<file path="src/rtl/i2c_slave_regs.sv">
// I2C slave exposing four 8-bit registers behind a 2-bit register pointer.
// Master writes: address, pointer byte, then data bytes into reg[ptr].
// Master reads: address with R/W=1, then reg[ptr] bytes until master NACK.
// SCL/SDA are oversampled on clk through 2-FF synchronizers.
// Build option: define I2C_SLAVE_AUTOINC_EN to advance ptr (mod 4) after every
// data byte written or read; otherwise ptr only changes on a pointer byte.
module i2c_slave_regs #(
  parameter logic [6:0] SLAVE_ADDR = 7'b1010101
) (
  input  logic        clk,
  input  logic        rst,
  input  logic        scl_in,
  input  logic        sda_in,
  output logic        sda_oe,
  output logic [31:0] regs_out,
  output logic        wr_stb,
  output logic [1:0]  wr_addr,
  output logic        busy
);

`ifdef I2C_SLAVE_AUTOINC_EN
  localparam bit AutoInc = 1'b1;
`else
  localparam bit AutoInc = 1'b0;
`endif

  typedef enum logic [3:0] {
    StIdle, StAddr, StAddrAck, StPtr, StPtrAck,
    StWdata, StWdataAck, StRdata, StRdataAck, StIgnore
  } state_e;

  // Synchronizer and edge-detect stages
  logic scl_meta_q, scl_sync_q, scl_prev_q;
  logic sda_meta_q, sda_sync_q, sda_prev_q;

  state_e      state_q, state_d;
  logic [3:0]  bit_cnt_q, bit_cnt_d;
  logic [7:0]  shift_q, shift_d;
  logic [7:0]  tx_q, tx_d;
  logic [1:0]  ptr_q, ptr_d;
  logic [31:0] regs_q, regs_d;
  logic        mack_q, mack_d;
  logic        sda_oe_q, sda_oe_d;
  logic        wr_stb_q, wr_stb_d;
  logic [1:0]  wr_addr_q, wr_addr_d;
  logic        busy_q, busy_d;

  logic       scl_rise, scl_fall, start_det, stop_det;
  logic [7:0] shift_in, cur_byte;

  assign scl_rise  = scl_sync_q & ~scl_prev_q;
  assign scl_fall  = ~scl_sync_q & scl_prev_q;
  assign start_det = scl_sync_q & scl_prev_q & sda_prev_q & ~sda_sync_q;
  assign stop_det  = scl_sync_q & scl_prev_q & ~sda_prev_q & sda_sync_q;
  assign shift_in  = {shift_q[6:0], sda_sync_q};
  assign cur_byte  = regs_q[{ptr_q, 3'b000} +: 8];

  // Next-state logic: bus conditions first, then per-state bit handling
  always_comb begin
    state_d   = state_q;
    bit_cnt_d = bit_cnt_q;
    shift_d   = shift_q;
    tx_d      = tx_q;
    ptr_d     = ptr_q;
    regs_d    = regs_q;
    mack_d    = mack_q;
    sda_oe_d  = sda_oe_q;
    wr_stb_d  = 1'b0;
    wr_addr_d = wr_addr_q;
    busy_d    = busy_q;

    if (stop_det) begin
      state_d   = StIdle;
      sda_oe_d  = 1'b0;
      busy_d    = 1'b0;
      bit_cnt_d = 4'd0;
    end else if (start_det) begin
      state_d   = StAddr;
      sda_oe_d  = 1'b0;
      bit_cnt_d = 4'd0;
    end else begin
      unique case (state_q)
        StAddr, StPtr, StWdata: begin
          if (scl_rise && bit_cnt_q < 4'd8) begin
            shift_d   = shift_in;
            bit_cnt_d = bit_cnt_q + 4'd1;
            if (bit_cnt_q == 4'd7) begin
              if (state_q == StPtr) ptr_d = shift_in[1:0];
              if (state_q == StWdata) begin
                regs_d[{ptr_q, 3'b000} +: 8] = shift_in;
                wr_stb_d  = 1'b1;
                wr_addr_d = ptr_q;
                if (AutoInc) ptr_d = ptr_q + 2'd1;
              end
            end
          end else if (scl_fall && bit_cnt_q == 4'd8) begin
            if (state_q == StAddr) begin
              // Address 0 (general call) is never acknowledged
              if (shift_q[7:1] == SLAVE_ADDR && shift_q[7:1] != 7'd0) begin
                state_d  = StAddrAck;
                sda_oe_d = 1'b1;
                busy_d   = 1'b1;
              end else begin
                state_d  = StIgnore;
                sda_oe_d = 1'b0;
                busy_d   = 1'b0;
              end
            end else begin
              state_d  = (state_q == StPtr) ? StPtrAck : StWdataAck;
              sda_oe_d = 1'b1;
            end
          end
        end
        StAddrAck: begin
          if (scl_fall) begin
            bit_cnt_d = 4'd0;
            if (shift_q[0]) begin
              // Snapshot the byte so later writes cannot disturb it
              state_d  = StRdata;
              tx_d     = cur_byte;
              sda_oe_d = ~cur_byte[7];
            end else begin
              state_d  = StPtr;
              sda_oe_d = 1'b0;
            end
          end
        end
        StPtrAck, StWdataAck: begin
          if (scl_fall) begin
            state_d   = StWdata;
            sda_oe_d  = 1'b0;
            bit_cnt_d = 4'd0;
          end
        end
        StRdata: begin
          if (scl_rise && bit_cnt_q < 4'd8) begin
            bit_cnt_d = bit_cnt_q + 4'd1;
            if (bit_cnt_q == 4'd7 && AutoInc) ptr_d = ptr_q + 2'd1;
          end else if (scl_fall && bit_cnt_q != 4'd0) begin
            if (bit_cnt_q == 4'd8) begin
              state_d  = StRdataAck;
              sda_oe_d = 1'b0;
            end else begin
              tx_d     = {tx_q[6:0], 1'b0};
              sda_oe_d = ~tx_q[6];
            end
          end
        end
        StRdataAck: begin
          if (scl_rise) begin
            mack_d = sda_sync_q;
          end else if (scl_fall) begin
            bit_cnt_d = 4'd0;
            if (!mack_q) begin
              state_d  = StRdata;
              tx_d     = cur_byte;
              sda_oe_d = ~cur_byte[7];
            end else begin
              state_d  = StIgnore;
              sda_oe_d = 1'b0;
              busy_d   = 1'b0;
            end
          end
        end
        StIdle, StIgnore: ;
        default: state_d = StIdle;
      endcase
    end
  end

  // State, synchronizer and output registers with synchronous reset
  always_ff @(posedge clk) begin
    if (rst) begin
      scl_meta_q <= 1'b1;
      scl_sync_q <= 1'b1;
      scl_prev_q <= 1'b1;
      sda_meta_q <= 1'b1;
      sda_sync_q <= 1'b1;
      sda_prev_q <= 1'b1;
      state_q    <= StIdle;
      bit_cnt_q  <= 4'd0;
      shift_q    <= 8'd0;
      tx_q       <= 8'd0;
      ptr_q      <= 2'd0;
      regs_q     <= 32'h0000_0000;
      mack_q     <= 1'b1;
      sda_oe_q   <= 1'b0;
      wr_stb_q   <= 1'b0;
      wr_addr_q  <= 2'd0;
      busy_q     <= 1'b0;
    end else begin
      scl_meta_q <= scl_in;
      scl_sync_q <= scl_meta_q;
      scl_prev_q <= scl_sync_q;
      sda_meta_q <= sda_in;
      sda_sync_q <= sda_meta_q;
      sda_prev_q <= sda_sync_q;
      state_q    <= state_d;
      bit_cnt_q  <= bit_cnt_d;
      shift_q    <= shift_d;
      tx_q       <= tx_d;
      ptr_q      <= ptr_d;
      regs_q     <= regs_d;
      mack_q     <= mack_d;
      sda_oe_q   <= sda_oe_d;
      wr_stb_q   <= wr_stb_d;
      wr_addr_q  <= wr_addr_d;
      busy_q     <= busy_d;
    end
  end

  assign sda_oe   = sda_oe_q;
  assign regs_out = regs_q;
  assign wr_stb   = wr_stb_q;
  assign wr_addr  = wr_addr_q;
  assign busy     = busy_q;

endmodule

</file>
<file path="config.mk">
export PLATFORM = sky130hd
export DESIGN_NAME = i2c_slave_regs
export DESIGN_NICKNAME = d
export VERILOG_FILES = /design/src/rtl/i2c_slave_regs.sv
export SDC_FILE = /design/constraint.sdc
export NUM_CORES = 1
export LEC_CHECK = 0
export BUFFER_PORTS_ARGS = -buffer_cell sky130_fd_sc_hd__buf_2
export CORE_MARGIN = 2
export CORE_UTILIZATION = 25
export CTS_CLUSTER_DIAMETER = 100
export DETAILED_ROUTE_END_ITERATION = 10
export GPL_ROUTABILITY_DRIVEN = 1
export SYNTH_ARGS = -nofsm -noshare
export SYNTH_HDL_FRONTEND = slang
export SYNTH_SLANG_ARGS = --single-unit
</file>
<file path="constraint.sdc">
create_clock -name clk -period 2 [get_ports clk]
set_clock_uncertainty 0.1 [all_clocks]
set_input_delay 0.3 -clock clk [delete_from_list [all_inputs] [get_ports clk]]
set_output_delay 0.3 -clock clk [all_outputs]
set_load 0.1 [all_outputs]
</file>
==> summary.md <==
| Metric | Value |
|---|---|
| Synth warnings | `0` |
| Detailed Route Iter0 Violations | `300` |
| Highest clock rate | `519 MHz` |
| DRC | `0` |
| Diode count | `0` |
| CP cell instances | `inv_2 -> ha_4 -> nor3b_2 -> o21bai_1 -> o2111ai_2 -> buf_6 -> or3_4 -> a21oi_1` |
| Cell area power density | `731 mW/mm^2` |
| Initial Util | `25.5%` |
| M1 wire length | `4.36 mm` |
| Die height | `120 um` |
| Unrepaired setup endpoints after global routing | `yes` |
| EDFF count, synth | `0` |
| Final Setup Violations | `0` |
| Yosys cell types | `51` |
| Tmin final | `1.93 ns` |
| WL per Instance | `15.4 um` |
| VDD IR max | `0.000380 V` |
| GRT Total Usage | `13.3%` |
| Die area | `0.0144 mm^2` |
| Grt total ovfl | `0` |
| Synth Net Count | `395` |
| Clock sinks | `69` |
| RD Place Congestion | `0.884` |
| Final Max Slew Viols | `0` |
| IO Port Bufs | `40` |
| Max_slew headroom | `59.5%` |
| Reg clk slew, reported paths | `0.06 ns` |
| Top layer reached by signal wires | `met4` |
| FF/Latch Area | `0.00139 mm^2` |
| Setup CP Type | `reg2reg` |
| Area of the multi-input gates | `0.00194 mm^2` |
| Register area share after synthesis | `41.0%` |
| Placed cell count | `604` |
| Worst-margin pin slew | `0.608 ns` |
| Vias/cell | `4.84` |
| Clock Tree Root | `clkbuf_16` |
| Initial antenna violation count | `0` |
| CP delay by family, top | `simple AND/OR/NAND/NOR gates` |
| Die width | `120 um` |
| Final Core Density | `33.3%` |
| DRT Wirelength | `9.65 mm` |
| Fin nets | `458` |
| First-pass GRT wire length | `15.2 mm` |
| Cts bufs inserted | `9` |
| Non-Filler Instances | `628` |
| Largest net degree at the start of global routing | `59` |
| Worst-path maximum fanout | `7` |
| Met2 routed wirelength | `4.57 mm` |
| Final instance area | `0.00439 mm^2` |
| Clock latency at the later pin of the worst-skew pair | `0.33 ns` |
| IO Count | `41` |
| Yosys top cell area share | `41.0%` |
| Synth Instances | `384` |
| Final HPWL DP | `6.84 mm` |
| Routed wl met3 | `563 um` |
| Layout cells sized above 1 | `31.4%` |
| Setup TNS | `0 ns` |
| Rows | `42` |
| Data arrival, critical path | `2.09 ns` |
| Routed Antenna Nets | `0` |
| Mapped cell area | `0.00337 mm^2` |
| Routed via count | `3042` |
| Synth async-reset ratio | `0%` |
| Type of origin of the critical path | `flop` |
| Top post-synthesis cells by area | `dfxtp_1, a21oi_1, mux2i_1` |
| CTS H-tree depth | `3` |
| MaxCap Viol Count | `0` |
| Status | `finished, final reports clean` |
| Leakage | `1.78 nW` |
| Worst Path Required | `2.16 ns` |
| TritonRoute pass-1 iters | `5` |
| Hold/Removal Path Class | `in2reg` |
| CTS tree | `yes` |
| Fin crit share | `96.4%` |
| Syn-to-layout area delta | `30.4%` |
| Max incr delay on CP | `0.37 ns` |
| Final hold viol count | `0` |
| CP max stage cell | `or3_4` |
| Vias in the first global route | `2974` |
| Post-synth top area cell | `dfxtp_1` |
| Dpl cell area | `0.00389 mm^2` |
| Core area | `0.0132 mm^2` |
| # fillers | `1335` |
| Clock buffer depth | `2` |
| CP Capture Type | `flop` |
| Design Power | `3.21 mW` |
| Most frequent cell after synthesis | `dfxtp_1` |
| Register bit total from synthesis | `69` |
| Top post-synthesis cells by count | `dfxtp_1, nand2_1, a21oi_1, nand3_1, mux2i_1` |
| Average size of a mapped cell | `8.77 um^2` |
| WP buf/inv | `2` |
| Main synth FF type | `dfxtp_1` |
final timing paths:
check	start	endpoint	slack, ns	depth (start not counted)
setup / recovery	bit_cnt_q[1]	tx_q[5]	0.07	8
hold / removal	scl_in	scl_meta_q	0.05	2
setup reg to reg	bit_cnt_q[1]	tx_q[5]	0.07	8
hold reg to reg	sda_meta_q	sda_sync_q	0.30	1
where the power goes:
| group | leakage [nW] | internal (mW) | total (mW) | switching [mW] |
|---|---|---|---|---|
| Clock | 0.158 | 1.12 | 1.72 | 0.600 |
| Combinational | 1.06 | 0.0334 | 0.102 | 0.0684 |
| Sequential | 0.559 | 1.38 | 1.39 | 0.00606 |
worst register-to-register path, stage by stage, from the launching register on:
cell	delay, ns
dfxtp_2	0.36
inv_2	0.05
ha_4	0.15
nor3b_2	0.15
o21bai_1	0.22
o2111ai_2	0.17
buf_6	0.17
or3_4	0.37
a21oi_1	0.12
final cells by class:
class / instances / area share (%)
clock buffers: 10 / 5.44
well taps: 176 / 5.01
multi-input cells: 280 / 44.2
clock inverters: 6 / 1.97
flip-flops and latches: 69 / 31.6
inverters: 9 / 0.769
repair buffers: 78 / 11.1
layout by cell type, fill, tap and decap left out, types with 4 or more instances in the layout:
cell       synthesis  final
mux2i_1           21     21
and2_2             0      4
mux4_2             8      8
ha_1               7      5
nand3_1           35     35
buf_4              6     36
a21oi_1           48     44
or2_2              7      7
dfxtp_2            0      4
inv_1              9      7
o21ai_0           12     11
dfxtp_1           69     65
nand4b_1           4      4
nand2_1           49     48
a21oi_2            0      4
nor3_1             6      5
nor2_1            20     20
buf_2              6     41
nand2b_1           4      4
clkbuf_16          0      9
cells by family after synthesis:
logic type	after synthesis	synth area share, %
AO/OA/AOI/OAI	83	14.3
XOR/XNOR	3	0.780
adder cells (fa/ha/maj)	7	2.60
buffers and inverters	36	4.94
flip-flops	69	41.0
multiplexers	29	11.6
AND/OR/NAND/NOR	157	24.8
layer usage:
layer / track usage [%] / up-vias
met2: 21.7 / 95
met3: 2.80 / 13
met5: 0 / -
li1: - / 1499
met1: 17.2 / 1435
met4: 5.15 / 0
state kept, by name, indices dropped and copies added, names as in the netlist, 2 cells and up:
register   flops
wr_addr        2
state_q        4
bit_cnt_q      4
regs_out      32
shift_q        8
tx_q           7
ptr_q          2
metrics by stage:
step,hold slack (ns),worst slack (ns)
after floorplan,0.289,0.0123
after global placement,0.297,0.0746
after detailed placement,0.298,0.0251
after CTS,0.0463,0.00936
after global routing,0.0482,-0.0306
final,0.0504,0.0728
repair_timing:
action,CTS,global route
gates resized for setup,0,33
hold buffers,0,0
buffers inserted,0,6
setup endpoints to repair,0,46
No activity file was read; power rests on OpenSTA's default activity.
